File: config.mk
export PLATFORM = sky130hd
export DESIGN_NAME = multicycle_control
export DESIGN_NICKNAME = d
export VERILOG_FILES = /design/src/rtl/multicycle_control.sv
export SDC_FILE = /design/constraint.sdc
export NUM_CORES = 1
export LEC_CHECK = 0
export CORE_MARGIN = 3
export CORE_UTILIZATION = 40
export DETAILED_ROUTE_END_ITERATION = 7
export GPL_ROUTABILITY_DRIVEN = 0
export PLACE_DENSITY_LB_ADDON = 0.25
export SETUP_SLACK_MARGIN = 0.2
export SYNTH_ARGS = -nofsm -noshare
export SYNTH_HDL_FRONTEND = slang
export SYNTH_SLANG_ARGS = --single-unit
File: constraint.sdc
create_clock -name clk -period 2.08 [get_ports clk]
set_clock_uncertainty 0.2 [all_clocks]
set_input_delay 0.416 -clock clk [delete_from_list [all_inputs] [get_ports clk]]
set_output_delay 0.416 -clock clk [all_outputs]
set_load 0.005 [all_outputs]
File: src/rtl/multicycle_control.sv
// rtl/multicycle_control.sv - multi-cycle RV32I sequencer: fetch/decode/exec/mem/wb with memory wait timeout and sticky trap
module multicycle_control #(
  parameter int TIMEOUT   = 16,
  parameter int INSTRET_W = 32
) (
  input  logic                 clk,
  input  logic                 reset,
  input  logic [6:0]           opcode,
  input  logic [3:0]           inst_type,
  input  logic [4:0]           rd_addr,
  input  logic                 opcode_valid,
  input  logic                 branch_taken,
  input  logic                 imem_ready,
  input  logic                 dmem_ready,
  output logic                 imem_req,
  output logic                 ir_load,
  output logic                 rf_read,
  output logic                 alu_en,
  output logic                 dmem_req,
  output logic                 dmem_we,
  output logic                 reg_write,
  output logic [1:0]           wb_sel,
  output logic                 pc_write,
  output logic                 pc_src,
  output logic                 trap,
  output logic [2:0]           trap_cause,
  output logic [INSTRET_W-1:0] instret
);

  // Decoder instruction-type encoding
  localparam logic [3:0] TYPE_ALU    = 4'd0;
  localparam logic [3:0] TYPE_ALUI   = 4'd1;
  localparam logic [3:0] TYPE_LOAD   = 4'd2;
  localparam logic [3:0] TYPE_STORE  = 4'd3;
  localparam logic [3:0] TYPE_BRANCH = 4'd4;
  localparam logic [3:0] TYPE_JAL    = 4'd5;
  localparam logic [3:0] TYPE_JALR   = 4'd6;
  localparam logic [3:0] TYPE_LUI    = 4'd7;
  localparam logic [3:0] TYPE_AUIPC  = 4'd8;
  localparam logic [3:0] TYPE_FENCE  = 4'd9;
  localparam logic [3:0] TYPE_SYSTEM = 4'd10;

  localparam logic [6:0] OP_SYSTEM = 7'b1110011;

  localparam int             CW        = (TIMEOUT > 2) ? $clog2(TIMEOUT) : 1;
  localparam logic [CW-1:0]  WAIT_LAST = CW'((TIMEOUT > 0) ? TIMEOUT - 1 : 0);
  localparam bit             TO_EN     = (TIMEOUT > 0);

  typedef enum logic [2:0] {
    S_FETCH, S_DECODE, S_EXEC, S_MEM, S_WB, S_TRAP
  } state_t;

  state_t                 state, state_next;
  logic [CW-1:0]          wait_cnt;
  logic [2:0]             cause_q, cause_next;
  logic [INSTRET_W-1:0]   instret_q;
  logic                   wait_expired;

  logic is_load, is_store, is_branch, is_fence, is_jump;

  assign is_load      = (inst_type == TYPE_LOAD);
  assign is_store     = (inst_type == TYPE_STORE);
  assign is_branch    = (inst_type == TYPE_BRANCH);
  assign is_fence     = (inst_type == TYPE_FENCE);
  assign is_jump      = (inst_type == TYPE_JAL) || (inst_type == TYPE_JALR);
  assign wait_expired = TO_EN && (wait_cnt == WAIT_LAST);

  always_comb begin
    state_next = state;
    cause_next = 3'd0;
    imem_req   = 1'b0;
    ir_load    = 1'b0;
    rf_read    = 1'b0;
    alu_en     = 1'b0;
    dmem_req   = 1'b0;
    dmem_we    = 1'b0;
    reg_write  = 1'b0;
    wb_sel     = 2'd0;
    pc_write   = 1'b0;
    pc_src     = 1'b0;
    trap       = 1'b0;

    case (state)
      S_FETCH: begin
        imem_req = 1'b1;
        if (imem_ready) begin
          ir_load    = 1'b1;
          state_next = S_DECODE;
        end else if (wait_expired) begin
          state_next = S_TRAP;
          cause_next = 3'd1;
        end
      end
      S_DECODE: begin
        rf_read = 1'b1;
        if (!opcode_valid) begin
          state_next = S_TRAP;
          cause_next = 3'd2;
        end else if (opcode == OP_SYSTEM) begin
          state_next = S_TRAP;
          cause_next = 3'd3;
        end else begin
          state_next = S_EXEC;
        end
      end
      S_EXEC: begin
        alu_en = 1'b1;
        if (is_load || is_store) begin
          state_next = S_MEM;
        end else if (is_branch) begin
          pc_write   = 1'b1;
          pc_src     = branch_taken;
          state_next = S_FETCH;
        end else if (is_fence) begin
          pc_write   = 1'b1;
          state_next = S_FETCH;
        end else begin
          state_next = S_WB;
        end
      end
      S_MEM: begin
        dmem_req = 1'b1;
        dmem_we  = is_store;
        if (dmem_ready) begin
          if (is_store) begin
            pc_write   = 1'b1;
            state_next = S_FETCH;
          end else begin
            state_next = S_WB;
          end
        end else if (wait_expired) begin
          state_next = S_TRAP;
          cause_next = 3'd4;
        end
      end
      S_WB: begin
        reg_write  = (rd_addr != 5'd0);
        wb_sel     = is_load ? 2'd1 : is_jump ? 2'd2 : (inst_type == TYPE_LUI) ? 2'd3 : 2'd0;
        pc_write   = 1'b1;
        pc_src     = is_jump;
        state_next = S_FETCH;
      end
      default: begin
        trap = 1'b1;
      end
    endcase

    // Reset overrides everything combinationally so an in-flight request drops immediately
    if (reset) begin
      state_next = S_FETCH;
      cause_next = 3'd0;
      imem_req   = 1'b0;
      ir_load    = 1'b0;
      rf_read    = 1'b0;
      alu_en     = 1'b0;
      dmem_req   = 1'b0;
      dmem_we    = 1'b0;
      reg_write  = 1'b0;
      wb_sel     = 2'd0;
      pc_write   = 1'b0;
      pc_src     = 1'b0;
      trap       = 1'b0;
    end
  end

  always_ff @(posedge clk) begin
    if (reset) begin
      state     <= S_FETCH;
      wait_cnt  <= '0;
      cause_q   <= 3'd0;
      instret_q <= '0;
    end else begin
      state <= state_next;
      if (state_next != state)
        wait_cnt <= '0;
      else if (state == S_FETCH || state == S_MEM)
        wait_cnt <= wait_cnt + CW'(1);
      if (state_next == S_TRAP && state != S_TRAP)
        cause_q <= cause_next;
      if (pc_write)
        instret_q <= instret_q + INSTRET_W'(1);
    end
  end

  assign trap_cause = reset ? 3'd0 : cause_q;
  assign instret    = reset ? '0 : instret_q;

  // TYPE_ALU, TYPE_ALUI, TYPE_AUIPC and TYPE_SYSTEM all take the default paths above
  logic unused_types;
  assign unused_types = ^{TYPE_ALU, TYPE_ALUI, TYPE_AUIPC, TYPE_SYSTEM};

endmodule

# Word-level counts from Yosys, hierarchy flattened
# Cells that the tools add are included.
# W data, S select, Z words.
op_classes:
  n_eq_ne: 16
  n_addsub: 2
  muxes: 53
  n_reduce_logical: 8
ops:
  columns: ["operator", "count"]
  rows:
  - ["$mux W3", 13]
  - ["$add A32 B1 Y32 const B", 1]
  - ["$mux W32", 1]
  - ["$mux W1", 28]
  - ["$eq A4 B3 Y1 const B", 4]
  - ["$pmux W3 S5", 1]
  - ["$mux W2", 7]
  - ["$pmux W3 S3", 1]
  - ["$eq A4 B2 Y1 const B", 2]
  - ["$eq A4 B4 Y1 const B", 2]
  - ["$eq A7 B7 Y1 const B", 1]
  - ["$eq A3 B2 Y1 const B", 2]
  - ["$eq A3 B3 Y1 const B", 2]
  - ["$reduce_bool A5 Y1", 1]
  - ["$reduce_or A5 Y1", 1]
  - ["$add A4 B1 Y4 const B", 1]
  - ["$eq A3 B1 Y1 const B", 1]
  - ["$logic_not A3 Y1", 1]
  - ["$logic_or A1 B1 Y1", 3]
  - ["$ne A3 B3 Y1", 1]
  - ["$ne A3 B3 Y1 const B", 1]
  - ["$pmux W1 S3", 1]
  - ["$pmux W1 S2", 1]
  - ["$reduce_or A2 Y1", 1]
  - ["$logic_and A1 B1 Y1", 1]
totals:
  ff_bits: 42
  elab_cells: 83
  out_inout_bits: 47
  in_bits: 22

# Depth between registers and ports, before layout
# Gate-level depths: netlist (run 1).
logic_depth:
  word_depth: 8
  depth_mapped: 8
  ltp_nobuf: 7

# Worst setup path before layout (run 1)
# OpenSTA, ideal clock, no wires.
synth_path:
  kind: "input-to-reg"
  startpoint: "in reset"
  endpoint: "reg instret_q[28]"
  t_required_ps: 1810
  arrival_ps: 1928
  path_buffers: 1
  setup_time_ps: 70
  path_slack_ps: -119
  cell_stages: 7
  cell_sequence: "buf_2 and4bb_2 nand4_2 a311oi_2 nand3_1 or3_1 a21oi_1"
synth_between:
  elab_chain_len: 1
synth_rtl:
  columns: ["element", "line", "text"]
  rows:
  - ["from (decl)", "7", "input logic reset,"]
  - ["$mux W1", "149", "if (reset) begin"]
  - ["to (signal assigned)", "181", "instret_q <= instret_q + INSTRET_W'(1);"]
  - ["to (decl)", "56", "logic [INSTRET_W-1:0] instret_q;"]
# Several ways; a longest one is shown, not always the timed one.
# A chain may end at the register's enable or synchronous reset.

# Worst setup path in the final report (run 1)
layout_path:
  startpoint: "reg state[2]"
  endpoint: "out pc_src"
layout_between:
  elab_chain_len: 3
  elab_cells_between_ends: 4
  classes_between: "2 x eq/ne; 2 x mux"
layout_rtl:
  columns: ["element", "line", "text"]
  rows:
  - ["from (decl)", "53", "state_t state, state_next;"]
  - ["from (signal assigned)", "173", "state <= state_next;"]
  - ["$eq A3 B3 Y1 or $eq A3 B2 Y1 (tied branches)", "83", "case (state)"]
  - ["$pmux W1 S2 *", "83", null]
  - ["$mux W1 *", "149", null]
  - ["to (decl)", "24", "output logic pc_src,"]
# Mark *: on every way between the ends. The rest lies on a longest branch, timed or not.

==> flow_summary.ini, run 1 <==
[floorplan]
die_x_um = 85.3
rows = 28
die_h_um = 85.3
start_util_pct = 42.0
dieArea_um2 = 7270
io_pins = 69
core_area_um2 = 5990

[finish]
nNetsFinal = 455
syn_to_final_growth_pct = 68.5
drive_gt1_share_pct = 35.0
fin_area_um2 = 4240
finalNonFillerCells = 507
n_antenna_cell = 0

[routing]
drt_iter0_drc = 141
antenna_left = 0
drc_errors = 0
viasPerCell = 5.37
num_vias = 2723
first_pass_iters = 4
wl_per_cell_um = 15.4
totalWireLength_mm = 7.81

[global_routing]
grt_util_all_layers_pct = 21.2
grt_pass1_wl_mm = 12.7
antenna_found_initial = 0
grt_overflow_total = 0
grt_pass1_vias = 2659
grt_max_degree = 33

[timing]
setup_viol = 38
slew_violations = 0
maxSlewHeadroom_pct = 77.2
finalCriticalPeriod_ns = 2.31
period_share_pct = 111
rsz0062_at_grt = true
tightest_slew_ns = 0.338
fmax_ghz = 0.433
fin_ws_ns = -0.230
hold_violations = 0
setup_tns_ns = -5.16

[clock_network]
cts_inserted_buffers = 5
cts.sinks = 42
clock-root-buffer = clkbuf_8
clk_pin_slew_ns = 0.08
htreeDepth = 2
clockBufferDepth = 2
cts_tree = yes
clock_latency_ns = 0.29

[power]
peakVddDrop_uv = 344
power_density_nw_per_um2 = 493
p_leak_nw = 1.90

[status]
status = finished, violations left
failed_checks = negative setup slack

[placed_design]
dp_cells = 484
dpl-instance-area_um2 = 3620
place_hpwl_mm = 4.68
portBuffers = 68

[synth]
seq_area_frac_synth_pct = 33.4
ys_seq_elements = 42
synth_compound_gate_area_share_pct = 10.2
yosys.cell_types.count = 53
synth_flop_cell = dfxtp_1
synthTopCellsByArea = dfxtp_1 33%, xor2_1 9.4%, nor2b_1 8.5%
postSynthCellCount = 311
postSynthNetCount = 335
synthMuxAreaShare_pct = 1.24
synth_top_family_by_area = simple AND/OR/NAND/NOR gates
synth-edff-count = 0
ys_async_sr_fraction_pct = 0
synthSimpleGateAreaFrac_pct = 39.4
synth_top_area_cell = dfxtp_1
synth-xor-area-share_pct = 11.1
avgSynthCellArea_um2 = 8.08
yosysMostFrequentCell = nor2_1
mappedNetlistArea_um2 = 2510
synthTopCellsByCount = 48 x nor2_1, 42 x dfxtp_1, 34 x nor2b_1
ys_warn_count = 0
synthAdderAreaFrac_pct = 0.996
synth_top_area_share_pct = 33.4

[worst_setup_path]
required_ns = 1.46
reg2reg_depth = 8
critPathMaxFanout = 3
end_kind = output pin
cp_data_arrival_time_ns = 1.69
startpoint_type = register
worstSetupPathType = reg2out

[hold_path]
hp-class = reg2reg
hold_depth = 2

[job]
maxCapViolations = 0
-- sequential cells by signal, indices dropped and copies added, names as in the netlist --
| name | flops |
|---|---|
| wait_cnt | 4 |
| instret_q | 32 |
| cause_q | 3 |
| state | 3 |
-- final timing paths --
check,start,to,slack (ns)
setup / recovery,state[2]$_SDFF_PP0_,pc_src,-0.23
hold / removal,instret_q[28]$_SDFFE_PP0P_,instret_q[28]$_SDFFE_PP0P_,0.32
setup reg to reg,state[2]$_SDFF_PP0_,instret_q[28]$_SDFFE_PP0P_,-0.23
hold reg to reg,instret_q[28]$_SDFFE_PP0P_,instret_q[28]$_SDFFE_PP0P_,0.32
-- cells in the final DEF, fill, tap and decap left out, types with 6 or more instances in the layout --
cell type        netlist  layout
dfxtp_1               42      36
nand4_1               11      11
buf_2                  4       8
buf_6                  0      12
clkbuf_8               0       6
nand3_1               15       9
clkdlybuf4s50_1        0      13
nand2_1               16      14
dlygate4sd2_1          0      34
and3_1                 9       9
buf_4                  1      44
nor2_1                48      43
nor2b_1               34      31
nor3_2                 0       8
xor2_1                27      27
-- logic make-up (layout without fill, tap and decap cells) --
| logic type | count (synthesis) | after routing |
|---|---|---|
| flops | 42 | 42 |
| xor+xnor | 32 | 32 |
| simple gates | 174 | 174 |
| compound gates | 36 | 36 |
| fa+ha+maj | 2 | 2 |
| buf+inv | 22 | 143 |
| mux | 3 | 3 |
-- where the power goes --
part	switching (mW)	leakage (nW)	internal, mW	total, mW
logic	0.215	1.48	0.239	0.455
registers	0.0201	0.343	0.818	0.838
clock network	0.282	0.0714	0.512	0.794
total	0.518	1.90	1.57	2.09
-- area by class of cell --
cell class,instances,area [um^2]
clock buffers,6,82.6
clock inverters,2,60.1
fillers,458,1760
inverters,5,21.3
multi-input cells,247,1900
flip-flops and latches,42,856
well taps,75,93.8
repair buffers,130,1220
-- stage by stage --
| stage | total power [mW] | utilization [%] | hold slack, ns | worst slack, ns |
|---|---|---|---|---|
| after detailed placement | 1.18 | 60.4 | 0.294 | -0.732 |
| final | 2.09 | 70.7 | 0.324 | -0.230 |
| after global routing | 2.16 | 70.7 | 0.354 | -0.330 |
| after global placement | 1.18 | 60.4 | 0.284 | -0.712 |
| after CTS | 2.05 | 68.7 | 0.310 | -0.208 |
| after floorplan | 1.02 | - | 0.262 | -0.0503 |
-- worst max-delay path, cell delays in order (launching register included) --
cell and delay (ns):
dfxtp_2 0.35, nor4b_4 0.29, nand2_1 0.09, mux2_4 0.27, nor2_1 0.08, a21oi_1 0.06
nor3b_2 0.14, buf_2 0.13
-- metal layers --
metal  track usage [%]  vias up  part of all wire (%)
met1              27.4     1304                    44
met4              5.61        0                   1.3
met2              36.2       83                    50
li1                  -     1323                     -
met5                 0        -                     0
met3              3.98       13                   4.6
-- what timing repair did --
action	CTS	global route
gates resized for setup	144	32
setup buffers	9	3
gates cloned	3	0
hold buffers	0	0
endpoints found under the setup margin	89	56
pin swaps	29	21
Power figures use the tool's default switching activity.
==> run 2, diff against run 1 <==
--- a/config.mk
+++ b/config.mk
@@ -9,6 +9,7 @@
 export CORE_UTILIZATION = 40
 export DETAILED_ROUTE_END_ITERATION = 7
 export GPL_ROUTABILITY_DRIVEN = 0
+export MAX_ROUTING_LAYER = met4
 export PLACE_DENSITY_LB_ADDON = 0.25
 export SETUP_SLACK_MARGIN = 0.2
 export SYNTH_ARGS = -nofsm -noshare
==> run 2 against run 1 <==
Net effect: the run still ends with negative setup slack left; final area stayed put; global-route usage up 0.63 points; via count decreased by 0.37%; hold slack barely moved; count of clock-buffer cells in the layout unchanged; routed wire length up 0.14%; sequential cell count stayed put; total power rose by 0.20%; non-clock buffer count unchanged; sequential share of layout area did not move.
==> flow_summary.ini, run 2 (synthesis gave the netlist of run 1 again) <==
[timing]
finalCriticalPeriod_ns = 2.31
setup_viol = 38
fmax_ghz = 0.433
maxSlewHeadroom_pct = 77.2
period_share_pct = 111
tightest_slew_ns = 0.339
fin_ws_ns = -0.230
rsz0062_at_grt = true
slew_violations = 0
setup_tns_ns = -5.10
hold_violations = 0

[finish]
nNetsFinal = 455
drive_gt1_share_pct = 35.0
reg_top3 = instret_q (32), wait_cnt (4)
final_common_cell = buf_4
largest_register_ffs = 32
final-seq-area_um2 = 856
largest-register = instret_q
fillers = 458
layout_common_cells = 44 x buf_4, 43 x nor2_1, 36 x dfxtp_1, 34 x dlygate4sd2_1, 31 x nor2b_1
fin_area_um2 = 4240
multi_input_area_um2 = 1900
n_antenna_cell = 0
postLayoutCoreUtil_pct = 70.7
syn_to_final_growth_pct = 68.5

[floorplan]
dieArea_um2 = 7270
rows = 28
io_pins = 69
core_area_um2 = 5990
start_util_pct = 42.0
die_h_um = 85.3
die_x_um = 85.3

[power]
peakVddDrop_uv = 345
p_switching_mw = 0.522
finalPower_mw = 2.09
pwr-share-clk_pct = 38.2
switching_share_pct = 25.0
p_int_mw = 1.57
seq_power_share_pct = 40.1
p_leak_nw = 1.90
power_density_nw_per_um2 = 494
comb_power_share_pct = 21.8

[routing]
wl_per_cell_um = 15.4
drc_errors = 0
num_vias = 2713
totalWireLength_mm = 7.82
first_pass_iters = 4
viasPerCell = 5.35
drt_iter0_drc = 137
antenna_left = 0

[worst_setup_path]
cp_data_arrival_time_ns = 1.69
required_ns = 1.46
startpoint_type = register
worstSetupPathType = reg2out
end_kind = output pin
critPathMaxFanout = 4

[global_routing]
grt_util_met3_pct = 3.98
met2_usage_pct = 36.4
grt_busiest_layer = met2
antenna_found_initial = 0
grt_max_degree = 33
grt_pass1_vias = 2661
grt_pass1_wl_mm = 12.7
grt_util_all_layers_pct = 21.8
grt_util_met1_pct = 27.2
grt_overflow_total = 0

[clock_network]
clockBufferDepth = 2
clock-root-buffer = clkbuf_8
cts_tree = yes
cts.sinks = 42
clock_latency_ns = 0.30
cts_inserted_buffers = 5
htreeDepth = 2
clk_pin_slew_ns = 0.08

[status]
failed_checks = negative setup slack
status = finished, violations left

[hold_path]
hp-class = reg2reg

[placed_design]
dpl-instance-area_um2 = 3620
portBuffers = 68
place_hpwl_mm = 4.68

[job]
maxCapViolations = 0
[run 2: cell counts in the layout (fill, tap and decap cells not counted)]
Identical to the previous run, type by type.
[run 2: metal layers]
metal / vias to the layer above / wire [um]
met1: 1300 / 3440
met5: - / 0
met3: 15 / 356
met4: 0 / 111
li1: 1319 / -
met2: 79 / 3910
[run 2: timing repair]
| item | 4_1_cts | 5_1_grt |
|---|---|---|
| hold buffers | 0 | 0 |
| gates cloned | 3 | 0 |
| setup buffers | 9 | 3 |
| endpoints found under the setup margin | 89 | 56 |
| pin swaps | 29 | 21 |
| gates resized for setup | 144 | 32 |
[run 2: stage by stage]
stage               hold WS, ns  setup WS, ns  cells
floorplan                 0.262       -0.0503    311
global placement          0.284        -0.712    484
detailed placement        0.294        -0.732    484
CTS                       0.310        -0.208    504
global route              0.354        -0.341    507
finish                    0.324        -0.230    507
[run 2: final timing paths]
path,from,to,slack (ns),depth (start not counted)
setup / recovery,state[0]$_SDFF_PP0_,pc_src,-0.23,7
hold / removal,instret_q[28]$_SDFFE_PP0P_,instret_q[28]$_SDFFE_PP0P_,0.32,2
setup reg to reg,state[0]$_SDFF_PP0_,instret_q[28]$_SDFFE_PP0P_,-0.23,8
hold reg to reg,instret_q[28]$_SDFFE_PP0P_,instret_q[28]$_SDFFE_PP0P_,0.32,2
[run 2: final cells by class]
type                    count  area share (%)
clock buffers               6            1.95
clock inverters             2            1.42
inverters                   5           0.502
multi-input cells         247            44.9
flip-flops and latches     42            20.2
well taps                  75            2.22
repair buffers            130            28.8
[run 2: power by group through the flow]
stage	clock, mW	combinational [mW]	sequential [mW]
6_report	0.798	0.455	0.838
3_3_place_gp	0	0.323	0.853
3_5_place_dp	0	0.327	0.853
4_1_cts	0.804	0.411	0.837
5_1_grt	0.832	0.489	0.840
2_1_floorplan	0	0.173	0.849
[run 2: worst max-delay path, cell delays in order (launching register included)]
cell and delay [ns]:
dfxtp_4 0.38, nor4b_4 0.25, nand2_1 0.09, mux2_4 0.27
nor2_1 0.08, a21oi_1 0.06, nor3b_2 0.14, buf_2 0.13
==> run 3, diff against run 2 <==
--- a/config.mk
+++ b/config.mk
@@ -5,6 +5,7 @@
 export SDC_FILE = /design/constraint.sdc
 export NUM_CORES = 1
 export LEC_CHECK = 0
+export CAP_MARGIN = 30
 export CORE_MARGIN = 3
 export CORE_UTILIZATION = 40
 export DETAILED_ROUTE_END_ITERATION = 7
==> results of run 3 <==
The final DEF is identical to that of run 2; final timing and power are the same.
